### src/rtl/wb_mux_pkg.sv
// Shared state encodings and sizing helpers for the wishbone master mux.
package wb_mux_pkg;

    typedef enum logic [1:0] {
        C_IDLE = 2'd0,
        C_WAIT = 2'd1,
        C_DONE = 2'd2
    } ch_state_e;

    typedef enum logic {
        M_IDLE = 1'b0,
        M_BUS  = 1'b1
    } m_state_e;

    // Width of a counter able to reach TIMEOUT; never narrower than one bit.
    function automatic int unsigned to_w(input int unsigned timeout);
        return (timeout < 2) ? 32'd1 : 32'($clog2(timeout + 1));
    endfunction

endpackage

### src/rtl/wb_master_mux_rr_arbiter.sv
// Round-robin arbiter: one-hot grant starting after the stored pointer.
module rr_arbiter #(
    parameter int unsigned NCH = 2,
    parameter int unsigned PW  = (NCH > 1) ? $clog2(NCH) : 1
) (
    input  logic           clk,
    input  logic           rst_n,
    input  logic [NCH-1:0] i_req,
    input  logic           i_en,
    input  logic           i_upd,
    input  logic [PW-1:0]  i_upd_idx,
    output logic [NCH-1:0] o_gnt_c,
    output logic [PW-1:0]  o_gnt_idx_c
);

    logic [PW-1:0] r_ptr;

    // Pointer remembers the last served channel; reset value lets channel 0 win first.
    always_ff @(posedge clk or negedge rst_n) begin
        if (!rst_n) begin
            r_ptr <= PW'(NCH - 1);
        end else if (i_upd) begin
            r_ptr <= i_upd_idx;
        end
    end

    // Scan channels ptr+1, ptr+2, ... and grant the first requester.
    always_comb begin
        logic found;
        found       = 1'b0;
        o_gnt_c     = '0;
        o_gnt_idx_c = '0;
        for (int unsigned k = 1; k <= NCH; k++) begin
            for (int unsigned i = 0; i < NCH; i++) begin
                if (!found && i_en && i_req[i] && (((32'(r_ptr) + k) % NCH) == i)) begin
                    o_gnt_c[i]  = 1'b1;
                    o_gnt_idx_c = PW'(i);
                    found       = 1'b1;
                end
            end
        end
    end

endmodule

### src/rtl/wb_master_mux.sv
// Multi-channel wishbone master front-end with round-robin arbitration,
// error/timeout termination and a per-channel result hold buffer.
module wb_master_mux
    import wb_mux_pkg::*;
#(
    parameter int unsigned NCH     = 2,
    parameter int unsigned AW      = 32,
    parameter int unsigned DW      = 32,
    parameter int unsigned SW      = DW / 8,
    parameter int unsigned TIMEOUT = 255
) (
    input  logic              clk,
    input  logic              rst,
    input  logic [NCH-1:0]    ch_ce_i,
    input  logic [NCH-1:0]    ch_we_i,
    input  logic [NCH*AW-1:0] ch_addr_i,
    input  logic [NCH*DW-1:0] ch_data_i,
    input  logic [NCH*SW-1:0] ch_sel_i,
    input  logic [NCH-1:0]    ch_hold_i,
    output logic [NCH*DW-1:0] ch_data_o,
    output logic [NCH-1:0]    ch_stallreq_o,
    output logic [NCH-1:0]    ch_err_o,
    input  logic [DW-1:0]     wb_data_i,
    input  logic              wb_ack_i,
    input  logic              wb_err_i,
    output logic [AW-1:0]     wb_addr_o,
    output logic [DW-1:0]     wb_data_o,
    output logic              wb_we_o,
    output logic [SW-1:0]     wb_sel_o,
    output logic              wb_stb_o,
    output logic              wb_cyc_o,
    output logic [NCH-1:0]    wb_grant_o
);

    localparam int unsigned PW      = (NCH > 1) ? $clog2(NCH) : 1;
    localparam int unsigned TO_W    = to_w(TIMEOUT);
    localparam int unsigned TO_LAST = (TIMEOUT == 0) ? 0 : TIMEOUT - 1;

    ch_state_e         r_ch_state [NCH];
    ch_state_e         w_ch_next  [NCH];
    m_state_e          r_m_state;
    m_state_e          w_m_next;
    logic [NCH-1:0]    w_req;
    logic [NCH-1:0]    w_gnt;
    logic [PW-1:0]     w_gnt_idx;
    logic [PW-1:0]     r_gidx;
    logic [NCH-1:0]    r_grant;
    logic [TO_W-1:0]   r_to_cnt;
    logic              r_abort;
    logic              w_gce;
    logic              w_keep;
    logic              w_tmo;
    logic              w_term;
    logic              w_term_err;
    logic [DW-1:0]     w_term_data;
    logic [AW-1:0]     w_sel_addr;
    logic [DW-1:0]     w_sel_data;
    logic [SW-1:0]     w_sel_sel;
    logic              w_sel_we;
    logic [AW-1:0]     r_wb_addr;
    logic [DW-1:0]     r_wb_data;
    logic [SW-1:0]     r_wb_sel;
    logic              r_wb_we;
    logic              r_wb_cyc;
    logic [NCH*DW-1:0] r_ch_data;
    logic [NCH-1:0]    r_ch_err;

    // A channel competes for the bus while enabled and not holding a result.
    always_comb begin
        w_req = '0;
        for (int i = 0; i < NCH; i++) begin
            w_req[i] = ch_ce_i[i] && (r_ch_state[i] != C_DONE);
        end
    end

    rr_arbiter #(.NCH(NCH), .PW(PW)) u_arb (
        .clk         (clk),
        .rst_n       (rst),
        .i_req       (w_req),
        .i_en        (r_m_state == M_IDLE),
        .i_upd       (w_term),
        .i_upd_idx   (r_gidx),
        .o_gnt_c     (w_gnt),
        .o_gnt_idx_c (w_gnt_idx)
    );

    // Select the winning channel's request fields.
    always_comb begin
        w_sel_addr = '0;
        w_sel_data = '0;
        w_sel_sel  = '0;
        w_sel_we   = 1'b0;
        for (int i = 0; i < NCH; i++) begin
            if (w_gnt[i]) begin
                w_sel_addr = ch_addr_i[i*AW +: AW];
                w_sel_data = ch_data_i[i*DW +: DW];
                w_sel_sel  = ch_sel_i[i*SW +: SW];
                w_sel_we   = ch_we_i[i];
            end
        end
    end

    // Termination: err beats ack; timeout fires only when neither arrives.
    always_comb begin
        w_gce       = |(r_grant & ch_ce_i);
        w_keep      = w_gce && !r_abort;
        w_tmo       = (TIMEOUT != 0) && (r_to_cnt == TO_W'(TO_LAST));
        w_term      = (r_m_state == M_BUS) && (wb_ack_i || wb_err_i || w_tmo);
        w_term_err  = wb_err_i || !wb_ack_i;
        w_term_data = (wb_ack_i && !wb_err_i && !r_wb_we) ? wb_data_i : '0;
    end

    // Master next-state.
    always_comb begin
        w_m_next = r_m_state;
        case (r_m_state)
            M_IDLE:  if (|w_gnt) w_m_next = M_BUS;
            M_BUS:   if (w_term) w_m_next = M_IDLE;
            default: w_m_next = M_IDLE;
        endcase
    end

    // Channel next-state; an aborted owner returns to idle instead of done.
    always_comb begin
        for (int i = 0; i < NCH; i++) begin
            w_ch_next[i] = r_ch_state[i];
            case (r_ch_state[i])
                C_IDLE: if (ch_ce_i[i]) w_ch_next[i] = C_WAIT;
                C_WAIT: begin
                    if (w_term && r_grant[i]) w_ch_next[i] = w_keep ? C_DONE : C_IDLE;
                    else if (!ch_ce_i[i])     w_ch_next[i] = C_IDLE;
                end
                C_DONE:  if (!ch_hold_i[i]) w_ch_next[i] = C_IDLE;
                default: w_ch_next[i] = C_IDLE;
            endcase
        end
    end

    // State registers.
    always_ff @(posedge clk or negedge rst) begin
        if (!rst) begin
            r_m_state <= M_IDLE;
            for (int i = 0; i < NCH; i++) r_ch_state[i] <= C_IDLE;
        end else begin
            r_m_state <= w_m_next;
            for (int i = 0; i < NCH; i++) r_ch_state[i] <= w_ch_next[i];
        end
    end

    // Bus outputs: loaded on grant, cleared at termination.
    always_ff @(posedge clk or negedge rst) begin
        if (!rst) begin
            r_wb_addr <= '0;
            r_wb_data <= '0;
            r_wb_sel  <= '0;
            r_wb_we   <= 1'b0;
            r_wb_cyc  <= 1'b0;
            r_grant   <= '0;
            r_gidx    <= '0;
        end else if (r_m_state == M_IDLE) begin
            if (|w_gnt) begin
                r_wb_addr <= w_sel_addr;
                r_wb_data <= w_sel_we ? w_sel_data : '0;
                r_wb_sel  <= w_sel_sel;
                r_wb_we   <= w_sel_we;
                r_wb_cyc  <= 1'b1;
                r_grant   <= w_gnt;
                r_gidx    <= w_gnt_idx;
            end
        end else if (w_term) begin
            r_wb_addr <= '0;
            r_wb_data <= '0;
            r_wb_sel  <= '0;
            r_wb_we   <= 1'b0;
            r_wb_cyc  <= 1'b0;
            r_grant   <= '0;
        end
    end

    // Wait-state counter and abort flag for the cycle in flight.
    always_ff @(posedge clk or negedge rst) begin
        if (!rst) begin
            r_to_cnt <= '0;
            r_abort  <= 1'b0;
        end else if (r_m_state == M_IDLE) begin
            r_to_cnt <= '0;
            r_abort  <= 1'b0;
        end else begin
            r_to_cnt <= r_to_cnt + TO_W'(1);
            if (!w_gce) r_abort <= 1'b1;
        end
    end

    // Result buffer: captured on entry to done, zero outside done.
    always_ff @(posedge clk or negedge rst) begin
        if (!rst) begin
            r_ch_data <= '0;
            r_ch_err  <= '0;
        end else begin
            for (int i = 0; i < NCH; i++) begin
                if (r_ch_state[i] != C_DONE && w_ch_next[i] == C_DONE) begin
                    r_ch_data[i*DW +: DW] <= w_term_data;
                    r_ch_err[i]           <= w_term_err;
                end else if (w_ch_next[i] != C_DONE) begin
                    r_ch_data[i*DW +: DW] <= '0;
                    r_ch_err[i]           <= 1'b0;
                end
            end
        end
    end

    assign wb_addr_o     = r_wb_addr;
    assign wb_data_o     = r_wb_data;
    assign wb_sel_o      = r_wb_sel;
    assign wb_we_o       = r_wb_we;
    assign wb_stb_o      = r_wb_cyc;
    assign wb_cyc_o      = r_wb_cyc;
    assign wb_grant_o    = r_grant;
    assign ch_data_o     = r_ch_data;
    assign ch_err_o      = r_ch_err;
    assign ch_stallreq_o = w_req;

endmodule

### config.mk
export PLATFORM = sky130hd
export DESIGN_NAME = wb_master_mux
export DESIGN_NICKNAME = d
export VERILOG_FILES = /design/src/rtl/wb_mux_pkg.sv /design/src/rtl/wb_master_mux_rr_arbiter.sv /design/src/rtl/wb_master_mux.sv
export SDC_FILE = /design/constraint.sdc
export NUM_CORES = 1
export LEC_CHECK = 0
export ABC_AREA = 0
export BUFFER_PORTS_ARGS = -buffer_cell sky130_fd_sc_hd__buf_2
export CAP_MARGIN = 20
export CORE_MARGIN = 2
export CORE_UTILIZATION = 42
export CTS_BUF_LIST = sky130_fd_sc_hd__clkbuf_8
export DETAILED_ROUTE_END_ITERATION = 7
export PLACE_DENSITY_LB_ADDON = 0.15
export SETUP_SLACK_MARGIN = 0.5
export SLEW_MARGIN = 10
export SYNTH_ARGS = -nofsm -noshare
export SYNTH_HDL_FRONTEND = slang
export SYNTH_SLANG_ARGS = --single-unit
### constraint.sdc
create_clock -name clk -period 5 [get_ports clk]
set_input_delay 1 -clock clk [delete_from_list [all_inputs] [get_ports clk]]
set_output_delay 1 -clock clk [all_outputs]
set_load 0.01 [all_outputs]
Word-level counts from Yosys, hierarchy flattened
Index checks and enable logic that the tools add are counted.
- register bits after elaboration: 154
- bits of input ports: 178
- output and inout bits: 141
- logic and storage cells: 136
- add/sub/neg operators: 3
- eq/ne operators: 13
- multiplexer cells: 59
- bitwise operators: 2
- reduce and logical (&&, ||, !) cells: 42
- operator list (operator ; number):
    $mux 32 ; 15
    $logic_not 32->1 ; 2
    $mux 2 ; 12
    $mux 1 ; 23
    $logic_and 1x1->1 ; 21
    $mux 4 ; 5
    $pmux 2 s3 ; 2
    $ne 2x2->1 const B ; 5
    $add 8x1->8 const B ; 1
    $eq 2x2->1 const B ; 4
    $eq 8x8->1 const B ; 1
    $mux 8 ; 1
    $logic_not 1->1 ; 7
    $reduce_bool 2->1 ; 3
    $eq 2x1->1 const B ; 2
    $logic_not 2->1 ; 2
    $reduce_and 2->1 ; 2
    $reduce_or 2->1 ; 2
    $logic_or 1x1->1 ; 3
    $add 1x1->1 const B ; 2
    $and 2x2->2 ; 1
    $ne 2x1->1 const B ; 1
    $pmux 1 s2 ; 1
    $not 1->1 ; 1

Logic depth before layout (Yosys ltp)
Gate-level depths: netlist of the first run.
- word-level depth: 24
- depth in mapped cells: 9
- mapped depth without buffers: 7

By module
From an unflattened synthesis of the first run, not the netlist that was laid out.
- cell total of the unflattened synthesis: 486
- area total of the unflattened synthesis: 6313.6 um^2
- modules (own cells, without submodules) (module ; instances ; cells an instance ; area each (um^2) ; seq. area each (um^2)):
    wb_master_mux ; 1 ; 477 ; 6244.7 ; 3828.7
    rr_arbiter ; 1 ; 9 ; 68.8 ; 26.3

Least setup slack after synthesis of the first run
Ideal clock, no wire load.
- kind: input -> output
- start: input port ch_ce_i[0]
- end: output port ch_stallreq_o[0]
- arrival time: 1.263 ns
- data required time: 4.000 ns
- setup slack: 2.737 ns
- stages on the path: 2
- path buffers: 0
- cells stage by stage: inv_1 -> nor2_1
- cells in the longest elaborated chain, start to end: 1
- ends and longest elaborated chain (element ; line ; source):
    start, declared ; wb_master_mux.sv:14 ; input logic [NCH-1:0] ch_ce_i,
    $logic_and 1x1->1 ; wb_master_mux.sv:72 ; w_req[i] = ch_ce_i[i] && (r_ch_state[i] != C_DONE);
    end, declared ; wb_master_mux.sv:21 ; output logic [NCH-1:0] ch_stallreq_o,
Every way passes these cells.

Worst setup path after layout of the first run
Ends and elaborated chain as after synthesis.

==> flow_summary_export.csv, run 1 <==
group,metric,value,unit
drt,drt_iter0_markers,413,
grt,grt_pass1_wl,28.7,mm
drt,vias,5419,
die,start_util,42.6,%
layout,post-route-util,56.4,%
timing,setup_violations,0,
power,comb_power_share,24.0,%
critical_path,end_kind,"primary output",
die,die_h,127,um
run_status,status,"complete, no violations",
power,switching_share,32.9,%
timing,finalHoldViolCount,0,
critical_path,worstSetupPathType,"in -> out",
critical_path,cp_data_arrival_time,1650,ps
die,die_x,127,um
logic_synthesis,yosys.area.top_type,"dfrtp_1",
logic_synthesis,yosys.area.top_type_share,59.8,%
clock_network,cts_resized,0,
die,rows,45,
logic_synthesis,synthArstFlopShare,100,%
clock_network,cts_inserted_buffers,17,
clock_network,cts_setup_buffers,0,
logic_synthesis,synth-warning-count,0,
layout,drive_gt1_share,45.1,%
critical_path,crit-reg2reg-launch,"r_ch_state[1]",
logic_synthesis,synth.avg_cell_area,12.5,um^2
critical_path,cp-endpoint,"ch_stallreq_o[0]",
clock_network,root_buffer,"clkbuf_8",
critical_path,startpoint,"ch_ce_i[0]",
grt,grt_max_degree,72,
drt,wirelength,18.0,mm
timing,drv_slew,0,
drt,route.detailed.drc,0,
timing,worst_slew_pin_slew,715,ps
power,power_density,388,nW/um^2
logic_synthesis,synth_edf_count,0,
layout,syn_to_final_growth,32.4,%
critical_path,crit_required,4000,ps
logic_synthesis,synth_ff_type,"dfrtp_1",
die,io_pins,319,
clock_network,path_clk_slew,80,ps
grt,antenna_found_initial,1,
critical_path,r2r-end,"wb_addr_o[26]",
logic_synthesis,yosys-top-cells-area,"dfrtp_1 (60%), a22o_1 (9.0%), mux2i_1 (7.0%)",
grt,first_global_vias,5429,
timing,slew_headroom,52.3,%
timing,timing.final.crit_period,2650,ps
drt,avgViaCountPerCell,5.29,
power,seq_power_share,47.3,%
logic_synthesis,synth_most_common_cell,"dfrtp_1",
drt,drtPass1Iterations,8,
place,place.gp.congestion,0.855,
power,leakage,4.68,nW
hold_path,worstHoldPathType,"reg -> reg",
logic_synthesis,synth_fp_nets,693,
layout,fill_cells,1294,
clock_network,ctsLongestPathBuffers,2,
critical_path,r2r_cells,6,
clock_network,cts_hold_buffers,0,
logic_synthesis,ys_seq_area_share,60.2,%
logic_synthesis,synth_commonest_cells,"dfrtp_1 (153), a22o_1 (66), nand2_1 (50)",
drt,routedWlPerCell,17.6,um
critical_path,r2r_setup_slack,2460,ps
timing,fin_skew,14.2,ps
timing,period_share,53.0,%
grt,grtUsageTotal,22.6,%
critical_path,setup.worst_path.start_class,"input pin",
clock_network,cts_max_level,4,
power,ir_worst_vdd,225,uV
clock_network,clock_latency,450,ps
power,power.share.clock,28.7,%
logic_synthesis,syn_inst,513,
place,place_hpwl,13.4,mm
place,io_buffers,318,
timing,tns,0,ps
logic_synthesis,synth_cell_types,45,
logic_synthesis,yosys_register_bits,154,
logic_synthesis,synth_area,6400,um^2
power,switchingPower,1.08,mW
grt,gr-total-overflow,0,
timing,rsz0062_at_grt,"no",
timing,fmax,377,MHz
clock_network,cts_num_sinks,154,
clock_network,cts_tree,"yes",
die,die_area,16200,um^2
layout,nNetsFinal,1003,
critical_path,crit_fanout,3,
die,core,15000,um^2
power,power.internal,2.21,mW
run,max_cap_viol_count,0,
drt,ant_nets,0,
==> critical path, cell delays in order <==
cell and delay [ps]:
buf_2 110, inv_1 60, nor2_1 270, buf_2 210
==> placed cells by master, fill, tap and decap left out, types with 2 or more instances in the layout <==
cell	n
buf_2	317
a21oi_4	2
nor3_4	2
and4_1	2
clkbuf_8	17
bufinv_16	2
buf_4	8
clkinv_2	3
and2_1	2
clkinvlp_4	3
or2_2	3
o21ai_1	4
inv_1	26
a22o_1	66
a222oi_1	22
inv_2	2
a311oi_1	2
nand2b_1	2
inv_6	6
xor2_1	5
mux2i_1	45
nand3b_1	2
o21ai_0	44
ha_1	2
nand3_1	3
dfrtp_1	153
a21o_1	2
nor2b_1	2
nand2_1	50
nor2_1	16
==> worst min-delay path by stage <==
| stage | startpoint | to | slack (ps) | cells past startpoint |
|---|---|---|---|---|
| finish | r_ch_state[3] | r_ch_state[2] | 460 | 1 |
| global route | r_ch_state[3] | r_ch_state[2] | 500 | 1 |
| CTS | r_ch_state[3] | r_ch_state[2] | 470 | 1 |
| detailed placement | r_ch_state[3] | r_ch_state[2] | 450 | 1 |
| global placement | r_ch_state[3] | r_ch_state[2] | 440 | 1 |
| floorplan | r_ch_state[3] | r_ch_state[2] | 410 | 1 |
==> stage by stage <==
step                setup WS (ps)  hold slack, ps  power, mW  std cells  instance area [um^2]
detailed placement           1870             447       2.38        992                  8070
CTS                          2340             467       3.33       1024                  8460
global placement             1940             442       2.36        991                  8040
floorplan                    2740             408       2.02        513                  6400
global route                 2280             496       3.48       1025                  8470
finish                       2350             460       3.29       1025                  8470
==> cell families after synthesis <==
family / count (synthesis) / share of synthesized area, %
AOI/OAI and AO/OA: 150 / 18.4
xor gates and xnor gates: 6 / 0.821
adders and majority gates: 2 / 0.391
buffers and inverters: 65 / 6.04
DFF: 154 / 60.2
muxes: 46 / 7.21
and+or+nand+nor: 90 / 6.94
==> metal layers <==
| metal | global-route usage (%) | part of all wire [%] | routed length (um) | up-vias |
|---|---|---|---|---|
| met5 | 0 | 0 | 0 | - |
| met4 | 8.86 | 2.7 | 490 | 0 |
| met3 | 7.04 | 8.5 | 1530 | 38 |
| met2 | 37.6 | 50 | 8970 | 270 |
| met1 | 27.6 | 39 | 7040 | 2633 |
| li1 | - | - | - | 2478 |
==> area by class of cell <==
| cell class | count | area (um^2) | share of cell area (%) |
|---|---|---|---|
| Antenna cell | 1 | 2.50 | 0.0295 |
| Clock buffer | 17 | 234 | 2.76 |
| Clock inverter | 15 | 161 | 1.90 |
| Inverter | 28 | 105 | 1.24 |
| Multi-Input combinational cell | 294 | 2180 | 25.7 |
| Sequential cell | 154 | 3850 | 45.5 |
| Tap cell | 188 | 235 | 2.78 |
| Timing Repair Buffer | 328 | 1710 | 20.1 |
==> registers in the layout, indices dropped and copies added (netlist names) <==
register and flops:
ch_err_o 2, r_gidx 1, r_m_state 1, r_to_cnt 8
wb_cyc_o 1, wb_data_o 32, wb_addr_o 32, r_ch_state 4
wb_we_o 1, wb_sel_o 4, ch_data_o 64, u_arb.r_ptr 1
r_abort 1, wb_grant_o 2
==> power by group through the flow <==
stage | logic (mW) | clock network, mW | registers, mW
after floorplan | 0.389 | 0 | 1.63
after global placement | 0.781 | 0 | 1.57
after detailed placement | 0.804 | 0 | 1.58
after CTS | 0.802 | 0.971 | 1.56
after global routing | 0.867 | 1.03 | 1.58
final | 0.789 | 0.945 | 1.56
(Power assumes the default switching activity.)
==> run 2, diff against run 1 <==
- clock period: 5 -> 2.35 ns (I/O delays scaled with it)
==> flow_summary_export.csv, run 2 (synthesized netlist as in run 1, its figures left out) <==
group,metric,value,unit
run_status,status,"complete, but fails checks",
run_status,violations,"design-rule violations",
clock_network,cts_tree,"yes",
layout,post-route-util,61.8,%
critical_path,startpoint,"r_ch_state[1]",
place,place_hpwl,13.5,mm
grt,antenna_found_initial,1,
timing,tns,0,ps
die,die_h,127,um
timing,rsz0062_at_grt,"yes",
critical_path,end_kind,"flop",
grt,grt_pass1_wl,31.6,mm
timing,period_share,83.0,%
timing,worst_slew_pin_slew,618,ps
drt,wirelength,21.0,mm
layout,final_cell_mix,"buf_2 (316), dfrtp_1 (153), a22o_1 (66)",
drt,avgViaCountPerCell,5.42,
timing,drv_slew,0,
place,io_buffers,318,
grt,gr-total-overflow,0,
clock_network,clock_latency,450,ps
layout,layout_commonest_cell,"buf_2",
clock_network,path_clk_slew,80,ps
drt,routedWlPerCell,19.6,um
power,leakage,5.07,nW
power,power_density,809,nW/um^2
drt,drt_iter0_markers,407,
clock_network,cts_hold_buffers,0,
hold_path,worstHoldPathType,"in -> async",
layout,fill_cells,1248,
timing,fin_skew,13.3,ps
die,io_pins,319,
run,max_cap_viol_count,0,
die,die_x,127,um
timing,slew_headroom,58.8,%
layout,largest_register_ffs,64,
clock_network,root_buffer,"clkbuf_8",
critical_path,r2r_cells,8,
layout,drive_gt1_share,50.2,%
die,die_area,16200,um^2
die,core,15000,um^2
drt,vias,5811,
critical_path,crit-reg2reg-launch,"r_ch_state[1]",
timing,setup_violations,0,
critical_path,cp_data_arrival_time,2280,ps
drt,route.detailed.drc,2,
grt,grt_max_degree,66,
layout,syn_to_final_growth,45.2,%
grt,first_global_vias,5798,
clock_network,cts_inserted_buffers,17,
timing,fmax,513,MHz
clock_network,cts_max_level,4,
clock_network,cts_num_sinks,154,
critical_path,setup.worst_path.start_class,"flop",
power,ir_worst_vdd,449,uV
grt,grtUsageTotal,25.3,%
place,place.gp.congestion,0.838,
die,start_util,42.6,%
critical_path,crit_fanout,8,
critical_path,crit_required,2680,ps
critical_path,worstSetupPathType,"reg -> reg",
critical_path,r2r_setup_slack,400,ps
die,rows,45,
clock_network,ctsLongestPathBuffers,2,
layout,nNetsFinal,1050,
layout,regArea,3850,um^2
drt,ant_nets,0,
timing,finalHoldViolCount,0,
layout,multi_input_area,2280,um^2
critical_path,r2r-end,"wb_data_o[10]",
timing,timing.final.crit_period,1950,ps
drt,drtPass1Iterations,8,
==> run 2: cell count changes in the layout (fill, tap and decap cells not counted), sizes merged <==
cell,delta
buf,+42
clkbuf,+4
clkinv,+5
clkinvlp,-1
inv,-4
bufbuf,+1
==> run 2: metrics by stage <==
step / total power [mW] / hold WS (ps) / instances / worst slack, ps / instance area (um^2)
finish: 7.52 / 4.30 / 1072 / 400 / 9300
global route: 7.89 / 29.7 / 1072 / 353 / 9300
CTS: 7.38 / 13.0 / 1056 / 409 / 9030
detailed placement: 5.12 / 435 / 999 / 178 / 8180
global placement: 5.06 / 433 / 999 / 251 / 8180
floorplan: 4.30 / 174 / 513 / 602 / 6400
==> run 2: cell type report <==
cell class              instances  share of cell area, %
clock inverters                15                   1.63
multi-input cells             294                   24.5
repair buffers                375                   26.2
flip-flops and latches        154                   41.5
inverters                      28                   1.13
well taps                     188                   2.53
clock buffers                  17                   2.52
diodes                          1                 0.0269
==> run 2: how the worst max path moves through the flow <==
stage / depth (start not counted) / to / slack (ps)
2_1_floorplan: 9 / wb_addr_o[30] / 600
3_3_place_gp: 8 / wb_data_o[31] / 250
3_5_place_dp: 8 / wb_data_o[31] / 180
4_1_cts: 8 / wb_data_o[28] / 410
5_1_grt: 8 / wb_data_o[10] / 350
6_report: 8 / wb_data_o[10] / 400
==> run 2: layer usage <==
metal	vias up	share of wire, %	global-route usage [%]
met1	2889	40	31.9
met4	0	2.1	9.70
li1	2584	-	-
met5	-	0	0
met2	306	49	41.5
met3	32	8.1	7.08
==> run 2: power breakdown <==
group / switching, mW / leakage, nW / internal [mW]
logic: 1.17 / 2.81 / 1.08
registers: 0.265 / 2.07 / 3.04
clock network: 1.02 / 0.197 / 0.943
==> run 2: critical path, cell delays in order (launching register included) <==
cell and delay [ps]:
dfrtp_1 410, nor2b_4 140, or3_4 360, buf_6 130
o211a_4 240, a21oi_4 180, buf_12 150, clkbuf_16 140
o21ai_0 90
==> run 2: what timing repair did <==
action / 4_1_cts / 5_1_grt
buffers inserted: 17 / 11
gates cloned: 8 / 4
gates resized for setup: 25 / 39
setup endpoints to repair: 128 / 135
pin swaps: 18 / 23
hold endpoints to repair: 0 / 0
==> run 3, diff against run 2 <==
- clock period: 2.35 -> 1.8 ns (I/O delays scaled with it)
==> flow_summary_export.csv, run 3 (synthesized netlist as in run 1, its figures left out) <==
group,metric,value,unit
clock_network,cts_tree,"yes",
drt,ant_nets,0,
layout,final_cell_mix,"buf_2 (282), dfrtp_1 (151), buf_4 (107)",
layout,diodes,0,
critical_path,startpoint,"r_ch_state[1]",
place,io_buffers,318,
run_status,status,"complete, but fails checks",
hold_path,worstHoldPathType,"in -> reg",
critical_path,crit_fanout,8,
layout,nNetsFinal,1142,
timing,fin_skew,15.9,ps
critical_path,worstSetupPathType,"reg -> reg",
layout,syn_to_final_growth,61.7,%
critical_path,setup.worst_path.start_class,"flop",
timing,slew_headroom,74.2,%
place,place_hpwl,13.7,mm
die,io_pins,319,
critical_path,r2r_cells,7,
layout,layout_commonest_cell,"buf_2",
die,rows,45,
layout,largest_register_ffs,64,
power,ir_worst_vdd,634,uV
run,max_cap_viol_count,0,
grt,grt_pass1_wl,30.7,mm
grt,gr-total-overflow,0,
drt,avgViaCountPerCell,5.24,
power,leakage,5.68,nW
place,pre_cts_ws,-134,ps
drt,drtPass1Iterations,6,
grt,gr-usage-met3,5.49,%
timing,timing.final.crit_period,1910,ps
timing,layout_setup_ws,-106,ps
critical_path,cp_data_arrival_time,2250,ps
drt,routedWlPerCell,18.5,um
grt,antenna_found_initial,1,
clock_network,cts_inserted_buffers,17,
layout,drive_gt1_share,58.5,%
clock_network,ctsLongestPathBuffers,2,
critical_path,crit_required,2140,ps
die,die_x,127,um
grt,grt_use_met2,41.1,%
grt,use_met1,31.5,%
critical_path,cp-endpoint,"wb_addr_o[3]",
place,place.gp.congestion,0.840,
grt,grtUsageTotal,24.7,%
clock_network,cts_max_level,4,
clock_network,path_clk_slew,90,ps
drt,wirelength,21.5,mm
critical_path,r2r-end,"wb_addr_o[3]",
timing,worst_slew_pin_slew,388,ps
timing,period_share,106,%
timing,setup_violations,54,
power,power_density,1020,nW/um^2
timing,finalHoldViolCount,0,
drt,route.detailed.drc,0,
grt,grt_max_degree,64,
clock_network,cts_num_sinks,154,
timing,holdWs,114,ps
die,start_util,42.6,%
run_status,violations,"negative setup slack",
die,core,15000,um^2
grt,top_usage_layer,"met2",
drt,drt_iter0_markers,398,
critical_path,r2r_setup_slack,-110,ps
timing,drv_slew,0,
die,die_h,127,um
critical_path,crit-reg2reg-launch,"r_ch_state[1]",
die,die_area,16200,um^2
clock_network,root_buffer,"clkbuf_8",
timing,fmax,525,MHz
critical_path,end_kind,"flop",
timing,rsz0062_at_grt,"yes",
drt,vias,6093,
timing,tns,-2000,ps
clock_network,clock_latency,460,ps
grt,first_global_vias,5832,
-- run 3: cell count changes in the layout (fill, tap and decap cells not counted), sizes merged --
cell,change
buf,+91
bufbuf,-1
clkbuf,+3
clkinv,-5
diode,-1
dlygate4sd3,+1
inv,+3
-- run 3: worst min-delay path by stage --
stage	from	endpoint	slack, ps	depth (start not counted)
2_1_floorplan	rst	ch_data_o[0]	60	0
3_3_place_gp	rst	ch_data_o[10]	230	1
3_5_place_dp	rst	ch_data_o[42]	230	1
4_1_cts	ch_addr_i[56]	wb_addr_o[24]	90	3
5_1_grt	ch_addr_i[63]	wb_addr_o[31]	90	3
6_report	ch_addr_i[56]	wb_addr_o[24]	110	3
-- run 3: per-stage QoR --
stage	util [%]	power (mW)	instances	instance area, um^2
after floorplan	-	5.72	513	6480
after global routing	68.9	11.1	1163	10400
after CTS	62.9	9.89	1100	9460
after global placement	55.3	6.72	1012	8320
after detailed placement	55.3	6.81	1012	8320
final	68.9	10.6	1163	10400
-- run 3: layer usage --
metal	wire [um]	up-vias
li1	-	2767
met1	8630	3032
met2	10900	248
met3	1360	44
met4	552	2
met5	13	-
-- run 3: power breakdown --
part           internal (mW)  switching [mW]
Clock                   1.32            1.35
Combinational           1.87            1.71
Sequential              3.97           0.356
-- run 3: layout make-up --
cell class                      instances  area (um^2)
Sequential cell                       154         3860
Clock inverter                         13          144
Inverter                               28          105
Clock buffer                           19          262
Tap cell                              188          235
Fill cell                            1159         4680
Multi-Input combinational cell        294         2420
Timing Repair Buffer                  467         3330
-- run 3: worst max-delay path: stages, from the launching register on --
cell and delay, ps:
dfrtp_1 400, nor2b_4 130, or3_4 360, a21oi_4 200, buf_4 180, buf_12 150
mux2i_1 270, o21ai_1 80
-- run 3: repair_timing --
action,in CTS,in global routing
buffers inserted,49,56
hold buffers,1,0
endpoints found under the setup margin,286,286
pin swaps,9,27
gates cloned,6,7
resized for setup,60,87
endpoints found under the hold margin,20,0
